$ cat src/rtl/peripheral_opexec_pkg.sv
// -----------------------------------------------------------------------------
// peripheral_opexec_pkg
// Shared types and constants for the operand execution stage.
//   op_e       : 3-bit opcode encoding (ADD..REM)
//   state_e    : control FSM states (IDLE, EXEC, ITER, DONE)
//   md_mode_e  : iterative unit mode (multiply or divide)
//   WIDTH_DEF  : default operand/result width
//   CNT_W      : iteration counter width for WIDTH_DEF
//   cnt_width  : counter width for an arbitrary WIDTH (must hold the value WIDTH)
// -----------------------------------------------------------------------------
package peripheral_opexec_pkg;

    localparam int WIDTH_DEF = 32;
    localparam int CNT_W     = $clog2(WIDTH_DEF) + 1;

    typedef enum logic [2:0] {
        OP_ADD = 3'b000,
        OP_SUB = 3'b001,
        OP_AND = 3'b010,
        OP_OR  = 3'b011,
        OP_XOR = 3'b100,
        OP_MUL = 3'b101,
        OP_DIV = 3'b110,
        OP_REM = 3'b111
    } op_e;

    typedef enum logic [1:0] {
        IDLE = 2'd0,
        EXEC = 2'd1,
        ITER = 2'd2,
        DONE = 2'd3
    } state_e;

    typedef enum logic {
        MD_MUL = 1'b0,
        MD_DIV = 1'b1
    } md_mode_e;

    // The counter is loaded with WIDTH itself, hence one bit more than log2.
    function automatic int cnt_width(input int w);
        return $clog2(w) + 1;
    endfunction

endpackage

$ cat src/rtl/peripheral_opexec_muldiv.sv
// -----------------------------------------------------------------------------
// peripheral_opexec_muldiv
// Iterative shift-add multiplier and restoring divider sharing one
// 2*WIDTH accumulator ({acc_hi, acc_lo}) and one step counter.
//
// Configuration macro: PERIPHERAL_OPEXEC_REM_EN
//   When defined, the remainder output port is present.
//
// Ports:
//   clk, reset  : clock, asynchronous active-high reset
//   load        : capture op_a/op_b/mode, clear accumulator, counter <= WIDTH
//   step        : perform one iteration, counter decrements
//   mode        : MD_MUL or MD_DIV, sampled on load
//   op_a, op_b  : multiplicand/dividend and multiplier/divisor
//   product     : full product after the current step (combinational)
//   quotient    : quotient after the current step (combinational)
//   remainder   : remainder after the current step (REM build only)
//   last        : the current step is the final one (counter == 1)
// -----------------------------------------------------------------------------
module peripheral_opexec_muldiv
    import peripheral_opexec_pkg::*;
#(
    parameter int WIDTH = WIDTH_DEF,
    parameter int CW    = CNT_W
) (
    input  logic                 clk,
    input  logic                 reset,
    input  logic                 load,
    input  logic                 step,
    input  md_mode_e             mode,
    input  logic [WIDTH-1:0]     op_a,
    input  logic [WIDTH-1:0]     op_b,
    output logic [2*WIDTH-1:0]   product,
    output logic [WIDTH-1:0]     quotient,
    output logic                 last
`ifdef PERIPHERAL_OPEXEC_REM_EN
    ,
    output logic [WIDTH-1:0]     remainder
`endif
);

    logic [WIDTH-1:0] acc_hi;
    logic [WIDTH-1:0] acc_lo;
    logic [WIDTH-1:0] operand;
    logic [CW-1:0]    count;
    md_mode_e         mode_q;

    logic [WIDTH:0]   mul_sum;
    logic [2*WIDTH-1:0] mul_next;
    logic [WIDTH:0]   div_shift;
    logic [WIDTH-1:0] div_trial;
    logic             div_ok;
    logic [WIDTH-1:0] rem_next;
    logic [WIDTH-1:0] quo_next;

    // Next-step values for both modes. For MUL, acc_lo holds the remaining
    // multiplier bits and the product shifts in from the top. For DIV, acc_lo
    // holds the dividend bits shifting out and quotient bits shifting in, and
    // acc_hi is the partial remainder (always < divisor, so the shifted value
    // fits in WIDTH+1 bits and the successful difference fits in WIDTH bits).
    always_comb begin
        mul_sum   = {1'b0, acc_hi} + ({1'b0, operand} & {(WIDTH+1){acc_lo[0]}});
        mul_next  = {mul_sum, acc_lo[WIDTH-1:1]};
        div_shift = {acc_hi, acc_lo[WIDTH-1]};
        div_ok    = (div_shift >= {1'b0, operand});
        div_trial = div_shift[WIDTH-1:0] - operand;
        rem_next  = div_ok ? div_trial : div_shift[WIDTH-1:0];
        quo_next  = {acc_lo[WIDTH-2:0], div_ok};
    end

    assign product  = mul_next;
    assign quotient = quo_next;
    assign last     = (count == CW'(1));
`ifdef PERIPHERAL_OPEXEC_REM_EN
    assign remainder = rem_next;
`endif

    // Accumulator, operand and counter registers.
    always_ff @(posedge clk or posedge reset) begin
        if (reset) begin
            acc_hi  <= '0;
            acc_lo  <= '0;
            operand <= '0;
            count   <= '0;
            mode_q  <= MD_MUL;
        end else if (load) begin
            acc_hi  <= '0;
            acc_lo  <= (mode == MD_MUL) ? op_b : op_a;
            operand <= (mode == MD_MUL) ? op_a : op_b;
            count   <= CW'(WIDTH);
            mode_q  <= mode;
        end else if (step) begin
            if (mode_q == MD_MUL) begin
                acc_hi <= mul_next[2*WIDTH-1:WIDTH];
                acc_lo <= mul_next[WIDTH-1:0];
            end else begin
                acc_hi <= rem_next;
                acc_lo <= quo_next;
            end
            count <= count - CW'(1);
        end
    end

endmodule

$ cat src/rtl/peripheral_opexec.sv
// -----------------------------------------------------------------------------
// peripheral_opexec
// Execution stage behind the operand-collection peripheral. Accepts two
// operands and an opcode on start, runs single-cycle ALU ops or an iterative
// multiply/divide, and presents a held result with status flags.
//
// Configuration macro: PERIPHERAL_OPEXEC_REM_EN
//   Defined   : opcode 111 is REM (remainder of the iterative divide).
//   Undefined : opcode 111 is an illegal opcode.
//
// Ports:
//   clk, reset    : clock, asynchronous active-high reset
//   dataA, dataB  : operands (dividend/multiplicand, divisor/multiplier)
//   opcode        : operation select, sampled together with start
//   start         : request, accepted only in IDLE (level-sensitive)
//   busy          : high from accept until the DONE->IDLE edge
//   done          : one-cycle pulse when dataR/flags are updated
//   dataR         : result, held until the next result update
//   flag_zero     : dataR == 0
//   flag_carry    : ADD carry-out / SUB borrow
//   flag_ovf      : MUL upper half of full product nonzero
//   flag_divzero  : DIV/REM with dataB == 0
//   flag_illegal  : unsupported opcode accepted
// -----------------------------------------------------------------------------
module peripheral_opexec
    import peripheral_opexec_pkg::*;
#(
    parameter int WIDTH = WIDTH_DEF
) (
    input  logic             clk,
    input  logic             reset,
    input  logic [WIDTH-1:0] dataA,
    input  logic [WIDTH-1:0] dataB,
    input  logic [2:0]       opcode,
    input  logic             start,
    output logic             busy,
    output logic             done,
    output logic [WIDTH-1:0] dataR,
    output logic             flag_zero,
    output logic             flag_carry,
    output logic             flag_ovf,
    output logic             flag_divzero,
    output logic             flag_illegal
);

    state_e           state;
    op_e              op_reg;
    op_e              op_in;
    logic [WIDTH-1:0] a_reg;
    logic [WIDTH-1:0] b_reg;

    logic             need_iter;
    logic             md_load;
    logic             md_step;
    logic             md_last;
    md_mode_e         md_mode;
    logic [2*WIDTH-1:0] md_product;
    logic [WIDTH-1:0] md_quotient;
`ifdef PERIPHERAL_OPEXEC_REM_EN
    logic [WIDTH-1:0] md_remainder;
`endif

    logic [WIDTH:0]   sum;
    logic [WIDTH-1:0] exec_r;
    logic             exec_carry;
    logic             exec_divzero;
    logic             exec_illegal;
    logic [WIDTH-1:0] iter_r;
    logic             iter_ovf;

    assign op_in = op_e'(opcode);

    // Decide at accept time whether the request goes through the iterative
    // unit. A zero divisor short-circuits to the one-cycle EXEC path.
    always_comb begin
        need_iter = 1'b0;
        case (op_in)
            OP_MUL:  need_iter = 1'b1;
            OP_DIV:  need_iter = (dataB != '0);
`ifdef PERIPHERAL_OPEXEC_REM_EN
            OP_REM:  need_iter = (dataB != '0);
`endif
            default: need_iter = 1'b0;
        endcase
    end

    assign md_load = (state == IDLE) && start && need_iter;
    assign md_step = (state == ITER);
    assign md_mode = (op_in == OP_MUL) ? MD_MUL : MD_DIV;

    peripheral_opexec_muldiv #(
        .WIDTH (WIDTH),
        .CW    (cnt_width(WIDTH))
    ) u_muldiv (
        .clk       (clk),
        .reset     (reset),
        .load      (md_load),
        .step      (md_step),
        .mode      (md_mode),
        .op_a      (dataA),
        .op_b      (dataB),
        .product   (md_product),
        .quotient  (md_quotient),
        .last      (md_last)
`ifdef PERIPHERAL_OPEXEC_REM_EN
        ,
        .remainder (md_remainder)
`endif
    );

    // Single-cycle result path, evaluated from the latched operands while in
    // EXEC. DIV/REM only reach here with a zero divisor; MUL never does.
    always_comb begin
        sum          = {1'b0, a_reg} + {1'b0, b_reg};
        exec_r       = '0;
        exec_carry   = 1'b0;
        exec_divzero = 1'b0;
        exec_illegal = 1'b0;
        case (op_reg)
            OP_ADD: begin
                exec_r     = sum[WIDTH-1:0];
                exec_carry = sum[WIDTH];
            end
            OP_SUB: begin
                exec_r     = a_reg - b_reg;
                exec_carry = (a_reg < b_reg);
            end
            OP_AND: exec_r = a_reg & b_reg;
            OP_OR:  exec_r = a_reg | b_reg;
            OP_XOR: exec_r = a_reg ^ b_reg;
            OP_DIV: begin
                exec_r       = '1;
                exec_divzero = 1'b1;
            end
            OP_REM: begin
`ifdef PERIPHERAL_OPEXEC_REM_EN
                exec_r       = a_reg;
                exec_divzero = 1'b1;
`else
                exec_r       = '0;
                exec_illegal = 1'b1;
`endif
            end
            default: exec_r = '0;
        endcase
    end

    // Result selection for the final iteration step.
    always_comb begin
        iter_r   = md_quotient;
        iter_ovf = 1'b0;
        case (op_reg)
            OP_MUL: begin
                iter_r   = md_product[WIDTH-1:0];
                iter_ovf = |md_product[2*WIDTH-1:WIDTH];
            end
`ifdef PERIPHERAL_OPEXEC_REM_EN
            OP_REM: iter_r = md_remainder;
`endif
            default: iter_r = md_quotient;
        endcase
    end

    // Control FSM with registered handshake, result and flag outputs.
    always_ff @(posedge clk or posedge reset) begin
        if (reset) begin
            state        <= IDLE;
            op_reg       <= OP_ADD;
            a_reg        <= '0;
            b_reg        <= '0;
            busy         <= 1'b0;
            done         <= 1'b0;
            dataR        <= '0;
            flag_zero    <= 1'b0;
            flag_carry   <= 1'b0;
            flag_ovf     <= 1'b0;
            flag_divzero <= 1'b0;
            flag_illegal <= 1'b0;
        end else begin
            case (state)
                IDLE: begin
                    if (start) begin
                        a_reg  <= dataA;
                        b_reg  <= dataB;
                        op_reg <= op_in;
                        busy   <= 1'b1;
                        state  <= need_iter ? ITER : EXEC;
                    end
                end
                EXEC: begin
                    dataR        <= exec_r;
                    flag_zero    <= (exec_r == '0);
                    flag_carry   <= exec_carry;
                    flag_ovf     <= 1'b0;
                    flag_divzero <= exec_divzero;
                    flag_illegal <= exec_illegal;
                    done         <= 1'b1;
                    state        <= DONE;
                end
                ITER: begin
                    if (md_last) begin
                        dataR        <= iter_r;
                        flag_zero    <= (iter_r == '0);
                        flag_carry   <= 1'b0;
                        flag_ovf     <= iter_ovf;
                        flag_divzero <= 1'b0;
                        flag_illegal <= 1'b0;
                        done         <= 1'b1;
                        state        <= DONE;
                    end
                end
                DONE: begin
                    done  <= 1'b0;
                    busy  <= 1'b0;
                    state <= IDLE;
                end
                default: state <= IDLE;
            endcase
        end
    end

endmodule

$ cat config.mk
export PLATFORM = sky130hd
export DESIGN_NAME = peripheral_opexec
export DESIGN_NICKNAME = d
export VERILOG_FILES = /design/src/rtl/peripheral_opexec_pkg.sv /design/src/rtl/peripheral_opexec_muldiv.sv /design/src/rtl/peripheral_opexec.sv
export SDC_FILE = /design/constraint.sdc
export NUM_CORES = 1
export LEC_CHECK = 0
export BUFFER_PORTS_ARGS = -buffer_cell sky130_fd_sc_hd__buf_4
export CORE_AREA = 2 2 343 175
export CTS_BUF_LIST = sky130_fd_sc_hd__clkbuf_4
export CTS_CLUSTER_DIAMETER = 50
export DETAILED_ROUTE_END_ITERATION = 8
export DIE_AREA = 0 0 345 177
export PLACE_DENSITY = 0.53
export SETUP_SLACK_MARGIN = 0.5
export SLEW_MARGIN = 10
export SYNTH_ARGS = -nofsm -noshare
export SYNTH_HDL_FRONTEND = slang
export SYNTH_HIERARCHICAL = 1
export SYNTH_SLANG_ARGS = --single-unit
$ cat constraint.sdc
create_clock -name clk -period 4.5 [get_ports clk]
set_input_delay 0.675 -clock clk [delete_from_list [all_inputs] [get_ports clk]]
set_output_delay 0.675 -clock clk [all_outputs]
set_load 0.005 [all_outputs]
# Word-level counts from Yosys, hierarchy flattened
# Cells that the tools add are included.
# classes
n_mux	37
shift	0
n_lt_le_gt_ge	2
div	0
add_sub_neg	5
n_reduce_logical	17
eq_ne	15
n_mul	0
bitwise_logic	4
# op_table
op	count
$mux W32	11
$pmux W32 S6	1
$logic_not A32 Y1	2
$pmux W32 S2	1
$sub A32 B32 Y32	2
$add A32 B32 Y33	1
$add A32 B33 Y33	1
$and A32 B33 Y33	1
$ge A33 B32 Y1	1
$and A32 B32 Y32	1
$lt A32 B32 Y1	1
$or A32 B32 Y32	1
$reduce_bool A32 Y1	1
$reduce_or A32 Y1	1
$xor A32 B32 Y32	1
$eq A3 B3 Y1 const B	6
$pmux W1 S2	8
$mux W6	2
$reduce_and A2 Y1	5
$mux W1	9
$pmux W2 S4	1
$eq A3 B2 Y1 const B	2
$eq A6 B1 Y1 const B	1
$mux W2	3
other kinds (12)	16
# totals
in_bits	70
word_cells	97
romBits	0
reg_bits	211
n_memories	0
latchBits	0
ram_bits	0

# Depth between registers and ports, before layout
# Gate-level depths: netlist of the first run.
# depth
ltp_word	6
mapped_depth	18

# Modules after synthesis
# The synthesis of the first run kept the hierarchy.
# by_module_without_submodules
mod	n_inst	cells_each	area_per_inst_um2	seq_area_each_um2
peripheral_opexec	1	1368	10860.4	2702.6
peripheral_opexec_muldiv	1	1191	9831.9	2577.5

# Worst setup path after synthesis of the first run
# Ideal clock, no wire load.
# synth_path
kind	flip-flop to flip-flop
startpoint	register a_reg[12]
endpoint	register flag_zero
t_arrival_ps	3341
setup_time_ps	76
path_stages_with_launch	15
period_less_slack_ps	3418
path_slack_ps	1082
n_path_buf	1
path_cell_list	dfrtp_1 inv_1 ha_1 buf_6 or4_4 or3_1 clkinv_1 a211oi_2 o31a_1 o41ai_2 a31o_1 o31ai_1 o21a_1 or4_1 o21ai_1
# synth_via
elab_chain_cells	4
word_cells_on_any_way	8
cone_classes	add/sub (2); mux (2); bitwise (3); reduce/logical (1)
# synth_lines
element	line_no	rtl
start: declaration	peripheral_opexec.sv:49	logic [WIDTH-1:0] a_reg;
start signal: assignment	peripheral_opexec.sv:183	a_reg <= dataA;
$sub A32 B32 Y32, or another cell as far along	peripheral_opexec.sv:125	exec_r = a_reg - b_reg;
$pmux W32 S6 *	peripheral_opexec.sv:119	case (op_reg)
$logic_not A32 Y1 *	peripheral_opexec.sv:192	flag_zero <= (exec_r == '0);
$pmux W1 S2 *	peripheral_opexec.sv:180	case (state)
end signal: assignment	peripheral_opexec.sv:192	
end signal: assignment	peripheral_opexec.sv:203	flag_zero <= (iter_r == '0);
end: declaration	peripheral_opexec.sv:39	output logic flag_zero,
# Mark *: on every way between the ends. The rest lies on a longest branch, timed or not.
# A chain may end at the register's enable or synchronous reset.

# Worst setup path after layout of the first run
# layout_path
startpoint	register u_muldiv.acc_lo[31]
endpoint	register u_muldiv.acc_hi[30]
# layout_via
elab_chain_cells	5
word_cells_on_any_way	6
cone_classes	add/sub (1); order compare (1); mux (4)
# layout_lines
element	line_no	rtl
start: declaration	peripheral_opexec_muldiv.sv:43	logic [WIDTH-1:0] acc_lo;
start signal: assignment	peripheral_opexec_muldiv.sv:88	acc_lo <= (mode == MD_MUL) ? op_b : op_a;
start signal: assignment	peripheral_opexec_muldiv.sv:95	acc_lo <= mul_next[WIDTH-1:0];
start signal: assignment	peripheral_opexec_muldiv.sv:98	acc_lo <= quo_next;
$sub A32 B32 Y32 or $ge A33 B32 Y1 (tied branches)	peripheral_opexec_muldiv.sv:66, peripheral_opexec_muldiv.sv:65	
$mux W32 *	peripheral_opexec_muldiv.sv:67	rem_next = div_ok ? div_trial : div_shift[WIDTH-1:0];
$mux W32 *	peripheral_opexec_muldiv.sv:93	if (mode_q == MD_MUL) begin
$mux W32 *	peripheral_opexec_muldiv.sv:92	end else if (step) begin
$mux W32 *	peripheral_opexec_muldiv.sv:86	end else if (load) begin
end signal: assignment	peripheral_opexec_muldiv.sv:94	acc_hi <= mul_next[2*WIDTH-1:WIDTH];
end signal: assignment	peripheral_opexec_muldiv.sv:97	acc_hi <= rem_next;
end: declaration	peripheral_opexec_muldiv.sv:42	logic [WIDTH-1:0] acc_hi;
# Mark *: on every way between the ends. The rest lies on a longest branch, timed or not. The select of a mux whose other input is x is not followed.

==> results of run 1 <==
==> final timing paths <==
path                                          start              endpoint
min in group asynchronous                     reset  u_muldiv/operand[24]
worst min-delay path                      dataA[25]             a_reg[25]
worst min register to register            dataR[17]             dataR[17]
worst max register to register  u_muldiv/acc_lo[31]   u_muldiv/acc_hi[30]
max in group asynchronous                     reset    u_muldiv/acc_hi[4]
worst max-delay path            u_muldiv/acc_lo[31]   u_muldiv/acc_hi[30]
==> cell families (layout without fill, tap and decap cells) <==
kind of cell	after synthesis	count (layout)
mux	217	217
simple gates	709	709
flops	211	211
xor+xnor	66	66
fa+ha+maj	180	180
compound gates	832	832
other cells	0	1
buf+inv	344	453
==> cells in the mapped netlist (13+ instances only) <==
cell type and count:
sky130_fd_sc_hd__and2_1 49, sky130_fd_sc_hd__xnor2_1 42, sky130_fd_sc_hd__o21bai_1 18, sky130_fd_sc_hd__a221oi_1 15
sky130_fd_sc_hd__nand3_1 28, sky130_fd_sc_hd__buf_1 30, sky130_fd_sc_hd__a21boi_0 21, sky130_fd_sc_hd__inv_1 152
sky130_fd_sc_hd__dfrtp_1 211, sky130_fd_sc_hd__mux2_2 79, sky130_fd_sc_hd__nor2_1 243, sky130_fd_sc_hd__clkbuf_1 113
sky130_fd_sc_hd__nor2b_1 24, sky130_fd_sc_hd__o211ai_1 25, sky130_fd_sc_hd__nor3_1 44, sky130_fd_sc_hd__or3_1 13
sky130_fd_sc_hd__nand4_1 29, sky130_fd_sc_hd__o21ai_0 158, sky130_fd_sc_hd__a21o_1 45, sky130_fd_sc_hd__buf_4 31
sky130_fd_sc_hd__mux2i_1 138, sky130_fd_sc_hd__o221ai_1 13, sky130_fd_sc_hd__nand2b_1 16, sky130_fd_sc_hd__xor2_1 24
sky130_fd_sc_hd__nand2_1 180, sky130_fd_sc_hd__a21oi_1 246, sky130_fd_sc_hd__a211o_1 16, sky130_fd_sc_hd__a31oi_1 21
sky130_fd_sc_hd__ha_1 176, sky130_fd_sc_hd__o22ai_1 26, sky130_fd_sc_hd__o31ai_1 16, sky130_fd_sc_hd__nor4_1 34
sky130_fd_sc_hd__o21a_1 18, sky130_fd_sc_hd__a211oi_1 69
==> final cells by class <==
| class | count | share of cell area |
|---|---|---|
| antenna | 1 | 0.000107 |
| clock buffer | 83 | 0.0266 |
| clock inverter | 8 | 0.00177 |
| inverter | 155 | 0.0252 |
| multi-input combinational | 2004 | 0.608 |
| sequential | 211 | 0.226 |
| tap | 780 | 0.0417 |
| timing repair buffer | 207 | 0.0706 |
==> per-layer routing <==
layer  share of wire  up-vias
met3            0.13       80
met4           0.013        4
met1            0.51    10128
met5         0.00038        -
li1                -     9470
met2            0.34     1049
==> worst max-delay path, delay by kind of cell (launching register included) <==
family	cells	cell delay, ps
DFF	1	350
adders and majority gates	2	450
AOI/OAI and AO/OA	8	2830
and+or+nand+nor	1	200
buffers and inverters	2	120
==> what timing repair did <==
action,CTS,global route
endpoints found under the setup margin,4,11
resized for setup,10,42
hold endpoints to repair,39,0
pin swaps,3,6
hold buffers,1,0
buffers inserted,1,1
==> stage by stage <==
| step | instance area [µm²] | util | std cells |
|---|---|---|---|
| finish | 23400 | 0.401 | 3449 |
| global route | 23400 | 0.401 | 3449 |
| CTS | 23200 | 0.398 | 3447 |
| detailed placement | 22500 | 0.385 | 3354 |
| global placement | 22500 | 0.385 | 3354 |
| floorplan | 20700 | - | 2559 |
==> placed cells by master (no fill, tap or decap), types with 14 or more instances in the layout <==
master,netlist,final
sky130_fd_sc_hd__nor4_1,34,31
sky130_fd_sc_hd__nand2_1,180,178
sky130_fd_sc_hd__a211oi_1,69,66
sky130_fd_sc_hd__o21ai_1,10,14
sky130_fd_sc_hd__o21ai_0,158,152
sky130_fd_sc_hd__a31oi_1,21,20
sky130_fd_sc_hd__a221oi_1,15,15
sky130_fd_sc_hd__o211ai_1,25,25
sky130_fd_sc_hd__dfrtp_1,211,207
sky130_fd_sc_hd__nand4_1,29,29
sky130_fd_sc_hd__and2_1,49,48
sky130_fd_sc_hd__nor2b_1,24,23
sky130_fd_sc_hd__o21a_1,18,18
sky130_fd_sc_hd__ha_1,176,171
sky130_fd_sc_hd__clkbuf_4,0,83
sky130_fd_sc_hd__inv_1,152,148
sky130_fd_sc_hd__xor2_1,24,24
sky130_fd_sc_hd__xnor2_1,42,42
sky130_fd_sc_hd__a21o_1,45,45
sky130_fd_sc_hd__nor2_1,243,242
sky130_fd_sc_hd__a21boi_0,21,21
sky130_fd_sc_hd__mux2i_1,138,138
sky130_fd_sc_hd__nor3_1,44,43
sky130_fd_sc_hd__mux2_2,79,79
sky130_fd_sc_hd__nand2b_1,16,16
sky130_fd_sc_hd__o21bai_1,18,17
sky130_fd_sc_hd__a211o_1,16,16
sky130_fd_sc_hd__buf_4,31,198
sky130_fd_sc_hd__a21oi_1,246,240
sky130_fd_sc_hd__nand3_1,28,28
sky130_fd_sc_hd__o22ai_1,26,26
==> report_table.html, run 1 <==
<table>
<tr><th>Metric</th><th>Value</th></tr>
<tr><th colspan="2">Run status</th></tr>
<tr><td>Result of the run</td><td>complete, no violations</td></tr>
<tr><th colspan="2">Setup path</th></tr>
<tr><td>R2R setup slack</td><td>430 ps</td></tr>
<tr><td>Crit path cell chain</td><td>inv_1 -&gt; ha_1 -&gt; inv_1 -&gt; fa_1 -&gt; a211oi_1 -&gt; o211ai_1 -&gt; a2111oi_1 -&gt; o41ai_1 -&gt; o221ai_1 -&gt; nor2_1 -&gt; a21oi_1 -&gt; a311oi_1 -&gt; a211oi_1</td></tr>
<tr><td>Number of cell instances on the worst register-to-register path</td><td>13</td></tr>
<tr><td>Endpoint kind of the worst setup timing path</td><td>flip-flop</td></tr>
<tr><td>Stage delay of the slowest cell on the critical path</td><td>1030 ps</td></tr>
<tr><td>CP Data Required Time</td><td>5170 ps</td></tr>
<tr><td>Critical path class</td><td>flip-flop to flip-flop</td></tr>
<tr><td>CP max FO</td><td>3</td></tr>
<tr><td>Slowest stage cell, crit path</td><td>sky130_fd_sc_hd__o41ai_1</td></tr>
<tr><td>Data arrival time at the worst-slack endpoint</td><td>4740 ps</td></tr>
<tr><td>Type of element launching the critical path</td><td>flip-flop</td></tr>
<tr><th colspan="2">Logic synthesis</th></tr>
<tr><td>Top flip-flop cell by instance count after synthesis</td><td>sky130_fd_sc_hd__dfrtp_1</td></tr>
<tr><td>Seq/Total Area, Yosys</td><td>0.255</td></tr>
<tr><td>Combined area of all synthesized cells</td><td>20,700 µm²</td></tr>
<tr><td>Dominant combinational cell family by area after synthesis</td><td>compound AO/OA/AOI/OAI gates</td></tr>
<tr><td>Warnings from Yosys</td><td>6</td></tr>
<tr><td>Portion of netlist area occupied by mux cells</td><td>0.110</td></tr>
<tr><td>Number of standard cells after synthesis</td><td>2,559</td></tr>
<tr><td>Syn Nets</td><td>2,809</td></tr>
<tr><td>Post-synthesis compound-gate area fraction</td><td>0.263</td></tr>
<tr><td>Fraction of synthesized cell area taken by the top area cell type</td><td>0.255</td></tr>
<tr><td>Most area-hungry cell type in the Yosys netlist</td><td>sky130_fd_sc_hd__dfrtp_1</td></tr>
<tr><td>Number of synthesized flops with an enable pin</td><td>0</td></tr>
<tr><td>Post-synthesis xor/xnor area fraction</td><td>0.0279</td></tr>
<tr><td>Async S/R FF share, synth</td><td>1.00</td></tr>
<tr><td>Adder-cell share of the synthesized area</td><td>0.110</td></tr>
<tr><td>Number of synthesized register bits</td><td>211</td></tr>
<tr><td>Library cells used by synthesis</td><td>84</td></tr>
<tr><td>Post-Syn Area per Cell</td><td>8.09 µm²</td></tr>
<tr><td>Fraction of the mapped netlist area in simple logic gates</td><td>0.163</td></tr>
<tr><td>Largest cells by area after synthesis</td><td>sky130_fd_sc_hd__dfrtp_1, sky130_fd_sc_hd__ha_1, sky130_fd_sc_hd__mux2i_1</td></tr>
<tr><th colspan="2">GRT</th></tr>
<tr><td>All-layer global routing usage</td><td>0.279</td></tr>
<tr><td>Grt met1 use</td><td>0.458</td></tr>
<tr><td>Routing usage on met2</td><td>0.324</td></tr>
<tr><td>Largest net degree at the start of global routing</td><td>138</td></tr>
<tr><td>Number of antenna violations at the first check in global routing</td><td>3</td></tr>
<tr><td>Via count of the first global-routing pass</td><td>18,998</td></tr>
<tr><td>Overflow after GRT</td><td>0</td></tr>
<tr><td>GRT met3 Usage</td><td>0.108</td></tr>
<tr><td>Most Crowded Layer GR</td><td>met1</td></tr>
<tr><td>First-pass GRT wire length</td><td>128 mm</td></tr>
<tr><th colspan="2">Die</th></tr>
<tr><td>Starting density of the core</td><td>0.355</td></tr>
<tr><td>DIE WIDTH</td><td>345 µm</td></tr>
<tr><td>Area of the die</td><td>61,100 µm²</td></tr>
<tr><td>Number of I/O pins</td><td>109</td></tr>
<tr><td>Standard-cell rows</td><td>63</td></tr>
<tr><td>Die height</td><td>177 µm</td></tr>
<tr><td>Core outline area</td><td>58,300 µm²</td></tr>
<tr><th colspan="2">Layout</th></tr>
<tr><td>Storage element area</td><td>5290 µm²</td></tr>
<tr><td>NumNets Final</td><td>2,884</td></tr>
<tr><td>P&amp;R area growth vs syn</td><td>13.0%</td></tr>
<tr><td>Share of post-route cells with drive strength above 1</td><td>0.172</td></tr>
<tr><td>Multi-input combinational cell area</td><td>14,200 µm²</td></tr>
<tr><td>Filler cells</td><td>6,097</td></tr>
<tr><th colspan="2">Routing</th></tr>
<tr><td>Remaining routing DRC violations</td><td>0</td></tr>
<tr><td>Number of design-rule violations left by the first detailed-router iteration</td><td>2,247</td></tr>
<tr><td>DRT Wirelength</td><td>87.4 mm</td></tr>
<tr><td>DR pass1 iterations</td><td>6</td></tr>
<tr><td>DR vias</td><td>20,731</td></tr>
<tr><td>Mean number of vias per cell</td><td>6.01</td></tr>
<tr><td>Routed WL per cell</td><td>25.3 µm</td></tr>
<tr><td>Final antenna-violating net count</td><td>0</td></tr>
<tr><th colspan="2">Clock tree</th></tr>
<tr><td>Worst skew pair latency</td><td>810 ps</td></tr>
<tr><td>Clock slew at the register clock pins of the worst setup and hold paths</td><td>80 ps</td></tr>
<tr><td>Clock sinks</td><td>211</td></tr>
<tr><td>Clock tree from TritonCTS</td><td>yes</td></tr>
<tr><td>Cts bufs inserted</td><td>55</td></tr>
<tr><td>CTS max path bufs</td><td>3</td></tr>
<tr><td>CTS Root Buffer Type</td><td>sky130_fd_sc_hd__clkbuf_4</td></tr>
<tr><td>Number of levels in the clock H-tree</td><td>2</td></tr>
<tr><th colspan="2">STA</th></tr>
<tr><td>Setup repair after global routing missed its margin</td><td>true</td></tr>
<tr><td>Slew Limit Headroom</td><td>0.248</td></tr>
<tr><td>Worst clock skew on the final layout</td><td>33.4 ps</td></tr>
<tr><td>Max Transition Viols Final</td><td>0</td></tr>
<tr><td>Hold WS</td><td>115 ps</td></tr>
<tr><td>Maximum frequency from static timing analysis</td><td>246 MHz</td></tr>
<tr><td>Setup ws final</td><td>433 ps</td></tr>
<tr><td>Sum Neg Setup Slack</td><td>0 ps</td></tr>
<tr><td>Final Hold Vio Count</td><td>0</td></tr>
<tr><td>Share of the cycle needed by the critical path after routing</td><td>0.904</td></tr>
<tr><td>Post-route minimum period</td><td>4070 ps</td></tr>
<tr><td>Worst-margin pin slew</td><td>1110 ps</td></tr>
<tr><td># setup viols final</td><td>0</td></tr>
<tr><th colspan="2">Placement</th></tr>
<tr><td>DP Worst Slack</td><td>295 ps</td></tr>
<tr><td>Port-buffer cells</td><td>108</td></tr>
<tr><td>Final estimated routing congestion in global placement</td><td>0.975</td></tr>
<tr><td>Final HPWL from detailed placement</td><td>69.6 mm</td></tr>
<tr><th colspan="2">Min path</th></tr>
<tr><td>Tightest Hold Check Type</td><td>primary input to flip-flop</td></tr>
<tr><td>Hold path cells</td><td>2</td></tr>
<tr><th colspan="2">Run</th></tr>
<tr><td>Maximum Capacitance Violations</td><td>0</td></tr>
</table>
Power of run 1 is not shown: default switching activity piles up to over one toggle a cycle in this logic, so the estimate is an artifact.
==> run 2, diff against run 1 <==
--- a/config.mk
+++ b/config.mk
@@ -5,12 +5,14 @@
 export SDC_FILE = /design/constraint.sdc
 export NUM_CORES = 1
 export LEC_CHECK = 0
+export ABC_AREA = 1
+export ABC_CLOCK_PERIOD_IN_PS = 4900
 export BUFFER_PORTS_ARGS = -buffer_cell sky130_fd_sc_hd__buf_4
-export CORE_AREA = 2 2 343 175
+export CORE_AREA = 2 2 360 184
 export CTS_BUF_LIST = sky130_fd_sc_hd__clkbuf_4
 export CTS_CLUSTER_DIAMETER = 50
 export DETAILED_ROUTE_END_ITERATION = 8
-export DIE_AREA = 0 0 345 177
+export DIE_AREA = 0 0 362 186
 export PLACE_DENSITY = 0.53
 export SETUP_SLACK_MARGIN = 0.5
 export SLEW_MARGIN = 10
==> constraint.sdc (replaced) <==
create_clock -name clk -period 4.9 [get_ports clk]
set_input_delay 0.735 -clock clk [delete_from_list [all_inputs] [get_ports clk]]
set_output_delay 0.735 -clock clk [all_outputs]
set_load 0.005 [all_outputs]
==> report_table.html, run 2 <==
<table>
<tr><th>Metric</th><th>Value</th></tr>
<tr><th colspan="2">Run status</th></tr>
<tr><td>Result of the run</td><td>complete, no violations</td></tr>
<tr><th colspan="2">Placement</th></tr>
<tr><td>Port-buffer cells</td><td>108 (unchanged)</td></tr>
<tr><td>Post-Place Cells</td><td>4,645 (+38%)</td></tr>
<tr><td>Total cell area at the placement stage</td><td>24,200 µm² (+7.9%)</td></tr>
<tr><td>Final HPWL from detailed placement</td><td>93.4 mm (+34%)</td></tr>
<tr><td>Final estimated routing congestion in global placement</td><td>1.05 (+7.8%)</td></tr>
<tr><th colspan="2">GRT</th></tr>
<tr><td>Via count of the first global-routing pass</td><td>22,154 (+17%)</td></tr>
<tr><td>Overflow after GRT</td><td>0 (unchanged)</td></tr>
<tr><td>Number of antenna violations at the first check in global routing</td><td>4 (+1)</td></tr>
<tr><td>Largest net degree at the start of global routing</td><td>83 (-40%)</td></tr>
<tr><td>All-layer global routing usage</td><td>0.329 (+0.0503)</td></tr>
<tr><td>First-pass GRT wire length</td><td>159 mm (+24%)</td></tr>
<tr><th colspan="2">Setup path</th></tr>
<tr><td>Data arrival time at the worst-slack endpoint</td><td>4880 ps (+140 ps)</td></tr>
<tr><td>Endpoint kind of the worst setup timing path</td><td>flip-flop</td></tr>
<tr><td>Number of cell instances on the worst register-to-register path</td><td>18 (+5)</td></tr>
<tr><td>CP max FO</td><td>20 (+17)</td></tr>
<tr><td>Type of element launching the critical path</td><td>flip-flop</td></tr>
<tr><td>CP Data Required Time</td><td>5560 ps (+390 ps)</td></tr>
<tr><td>Critical register-to-register path endpoint</td><td>flag_ovf</td></tr>
<tr><td>Worst R2R Start</td><td>u_muldiv/acc_lo[0]</td></tr>
<tr><td>R2R setup slack</td><td>670 ps (+240 ps)</td></tr>
<tr><td>Critical path class</td><td>flip-flop to flip-flop</td></tr>
<tr><th colspan="2">Clock tree</th></tr>
<tr><td>Clock tree from TritonCTS</td><td>yes</td></tr>
<tr><td>Clock slew at the register clock pins of the worst setup and hold paths</td><td>70 ps (about the same)</td></tr>
<tr><td>Number of levels in the clock H-tree</td><td>2 (unchanged)</td></tr>
<tr><td>Post-CTS Setup Repair Bufs</td><td>0 (-1)</td></tr>
<tr><td>CTS Root Buffer Type</td><td>sky130_fd_sc_hd__clkbuf_4</td></tr>
<tr><td>Worst skew pair latency</td><td>860 ps (+50 ps)</td></tr>
<tr><td>CTS max path bufs</td><td>3 (unchanged)</td></tr>
<tr><td>Cts bufs inserted</td><td>55 (unchanged)</td></tr>
<tr><td>Clock sinks</td><td>211 (unchanged)</td></tr>
<tr><th colspan="2">STA</th></tr>
<tr><td>Share of the cycle needed by the critical path after routing</td><td>0.863 (-0.0407)</td></tr>
<tr><td>Slew Limit Headroom</td><td>0.286 (+0.0380)</td></tr>
<tr><td># setup viols final</td><td>0 (unchanged)</td></tr>
<tr><td>Final Hold Vio Count</td><td>0 (unchanged)</td></tr>
<tr><td>Worst-margin pin slew</td><td>1070 ps (-44.0 ps)</td></tr>
<tr><td>Maximum frequency from static timing analysis</td><td>236 MHz (-3.8%)</td></tr>
<tr><td>Worst clock skew on the final layout</td><td>88.5 ps (+55.2 ps)</td></tr>
<tr><td>Setup repair after global routing missed its margin</td><td>false</td></tr>
<tr><td>Post-route minimum period</td><td>4230 ps (+162 ps)</td></tr>
<tr><td>Max Transition Viols Final</td><td>0 (unchanged)</td></tr>
<tr><td>Sum Neg Setup Slack</td><td>0 ps (unchanged)</td></tr>
<tr><th colspan="2">Layout</th></tr>
<tr><td>P&amp;R area growth vs syn</td><td>9.08%</td></tr>
<tr><td>Most frequent cells in the layout</td><td>sky130_fd_sc_hd__nand2_1, sky130_fd_sc_hd__inv_1, sky130_fd_sc_hd__o21ai_0</td></tr>
<tr><td>Final Non-Filler Cells</td><td>4,740 (+37%)</td></tr>
<tr><td>Post-route design area</td><td>24,900 µm² (+6.6%)</td></tr>
<tr><td>Multi-input combinational cell area</td><td>14,100 µm² (-0.88%)</td></tr>
<tr><td>Storage element area</td><td>5280 µm² (about the same)</td></tr>
<tr><td>Most common library cell in the layout ignoring fill and taps</td><td>sky130_fd_sc_hd__nand2_1</td></tr>
<tr><td>Share of post-route cells with drive strength above 1</td><td>0.0780 (-0.0937)</td></tr>
<tr><td>Fraction of the core area covered by cells at the end of the flow</td><td>0.389 (-0.0123)</td></tr>
<tr><td>Filler cells</td><td>7,241 (+19%)</td></tr>
<tr><td>NumNets Final</td><td>4,103 (+42%)</td></tr>
<tr><th colspan="2">Logic synthesis</th></tr>
<tr><td>Seq/Total Area, Yosys</td><td>0.231 (-0.0242)</td></tr>
<tr><td>Number of synthesized register bits</td><td>211 (unchanged)</td></tr>
<tr><td>Largest cells by area after synthesis</td><td>sky130_fd_sc_hd__dfrtp_1, sky130_fd_sc_hd__nand2_1, sky130_fd_sc_hd__inv_1</td></tr>
<tr><td>Number of synthesized flops with an enable pin</td><td>0 (unchanged)</td></tr>
<tr><td>Most area-hungry cell type in the Yosys netlist</td><td>sky130_fd_sc_hd__dfrtp_1</td></tr>
<tr><td>Syn Nets</td><td>4,062 (+45%)</td></tr>
<tr><td>Number of standard cells after synthesis</td><td>3,812 (+49%)</td></tr>
<tr><td>Top flip-flop cell by instance count after synthesis</td><td>sky130_fd_sc_hd__dfrtp_1</td></tr>
<tr><td>Library cells used by synthesis</td><td>52 (-38%)</td></tr>
<tr><td>Fraction of synthesized cell area taken by the top area cell type</td><td>0.231 (-0.0242)</td></tr>
<tr><td>Async S/R FF share, synth</td><td>1.00 (unchanged)</td></tr>
<tr><td>Most repeated cell in the gate-level netlist after synthesis</td><td>sky130_fd_sc_hd__nand2_1</td></tr>
<tr><td>Post-Syn Area per Cell</td><td>6.00 µm² (-26%)</td></tr>
<tr><td>Warnings from Yosys</td><td>6 (unchanged)</td></tr>
<tr><td>Most instantiated cells after synthesis</td><td>sky130_fd_sc_hd__nand2_1, sky130_fd_sc_hd__inv_1, sky130_fd_sc_hd__o21ai_0</td></tr>
<tr><td>Combined area of all synthesized cells</td><td>22,900 µm² (+10%)</td></tr>
<tr><th colspan="2">Die</th></tr>
<tr><td>DIE WIDTH</td><td>362 µm (+4.9%)</td></tr>
<tr><td>Starting density of the core</td><td>0.356 (+0.00147)</td></tr>
<tr><td>Standard-cell rows</td><td>66 (+4.8%)</td></tr>
<tr><td>Die height</td><td>186 µm (+5.1%)</td></tr>
<tr><td>Number of I/O pins</td><td>109 (unchanged)</td></tr>
<tr><td>Area of the die</td><td>67,300 µm² (+10%)</td></tr>
<tr><td>Core outline area</td><td>64,200 µm² (+10%)</td></tr>
<tr><th colspan="2">Min path</th></tr>
<tr><td>Hold path cells</td><td>3 (+1)</td></tr>
<tr><td>Hold worst-path end</td><td>a_reg[5]</td></tr>
<tr><td>Tightest Hold Check Type</td><td>primary input to flip-flop</td></tr>
<tr><td>Hold Path Origin</td><td>dataA[5]</td></tr>
<tr><th colspan="2">Routing</th></tr>
<tr><td>Number of design-rule violations left by the first detailed-router iteration</td><td>3,849 (+71%)</td></tr>
<tr><td>DR vias</td><td>25,710 (+24%)</td></tr>
<tr><td>DR pass1 iterations</td><td>6 (unchanged)</td></tr>
<tr><td>Remaining routing DRC violations</td><td>0 (unchanged)</td></tr>
<tr><td>Mean number of vias per cell</td><td>5.42 (-9.8%)</td></tr>
<tr><td>Routed WL per cell</td><td>23.8 µm (-6.2%)</td></tr>
<tr><td>Final antenna-violating net count</td><td>0 (unchanged)</td></tr>
<tr><td>DRT Wirelength</td><td>113 mm (+29%)</td></tr>
<tr><th colspan="2">Run</th></tr>
<tr><td>Maximum Capacitance Violations</td><td>0 (unchanged)</td></tr>
</table>
## run 2: cell count changes in the layout (fill, tap and decap cells not counted), moves of 65 or more
cell	change
sky130_fd_sc_hd__mux2i_1	-127
sky130_fd_sc_hd__nand2_1	+997
sky130_fd_sc_hd__o21ai_0	+135
sky130_fd_sc_hd__nand3_1	+238
sky130_fd_sc_hd__inv_1	+551
sky130_fd_sc_hd__a21oi_1	-65
## run 2: kinds of logic after synthesis
| family | Yosys count | share of synthesized area |
|---|---|---|
| compound gates | 603 | 0.147 |
| xor+xnor | 27 | 0.0103 |
| fa+ha+maj | 180 | 0.0999 |
| buf+inv | 878 | 0.155 |
| flops | 211 | 0.231 |
| mux | 26 | 0.0122 |
| simple gates | 1887 | 0.345 |
## run 2: cell type report
class	instances	area share
antenna	3	0.000301
clock buffer	83	0.0250
clock inverter	8	0.00156
inverter	717	0.108
multi-input combinational	2723	0.565
sequential	211	0.212
tap	850	0.0427
timing repair buffer	145	0.0453
## run 2: worst max-delay path, stage by stage (launching register included)
cell and delay (ps):
sky130_fd_sc_hd__dfrtp_2 600, sky130_fd_sc_hd__nand2_1 130, sky130_fd_sc_hd__inv_1 50, sky130_fd_sc_hd__ha_1 300, sky130_fd_sc_hd__fa_1 540, sky130_fd_sc_hd__nand3_1 120, sky130_fd_sc_hd__nand3_2 210, sky130_fd_sc_hd__nand2_1 130
sky130_fd_sc_hd__nand2_1 120, sky130_fd_sc_hd__nand3_1 150, sky130_fd_sc_hd__nand2_1 240, sky130_fd_sc_hd__nand2_1 230, sky130_fd_sc_hd__nand2_1 80, sky130_fd_sc_hd__nand2_1 80, sky130_fd_sc_hd__nand2_1 90, sky130_fd_sc_hd__nor4_1 530
sky130_fd_sc_hd__nand4_1 190, sky130_fd_sc_hd__nor2_1 220, sky130_fd_sc_hd__o41ai_1 90
## run 2: metal layers
metal	GRT usage	routed length [µm]
met5	0.0145	108
met4	0.0320	910
met3	0.162	19600
met2	0.329	33000
met1	0.562	59100
## run 2: through the flow
stage	hold slack (ps)	worst slack, ps
CTS	60.8	580
detailed placement	477	593
finish	114	671
floorplan	457	1320
global placement	477	558
global route	75.0	563
## run 2: worst max-delay path by stage
stage          cells past startpoint               start        to  slack (ps)
2_1_floorplan                      1               reset  a_reg[0]        1320
3_3_place_gp                      16  u_muldiv/acc_lo[0]  flag_ovf         560
3_5_place_dp                      17  u_muldiv/acc_lo[0]  flag_ovf         590
4_1_cts                           17  u_muldiv/acc_lo[0]  flag_ovf         580
5_1_grt                           18  u_muldiv/acc_lo[0]  flag_ovf         560
6_report                          18  u_muldiv/acc_lo[0]  flag_ovf         670
## run 2: timing repair
item | in CTS | in global routing
setup endpoints to repair | 0 | 1
endpoints found under the hold margin | 29 | 0
hold buffers | 1 | 0
resized for setup | 0 | 2
Power of run 2 is left out for the same reason.
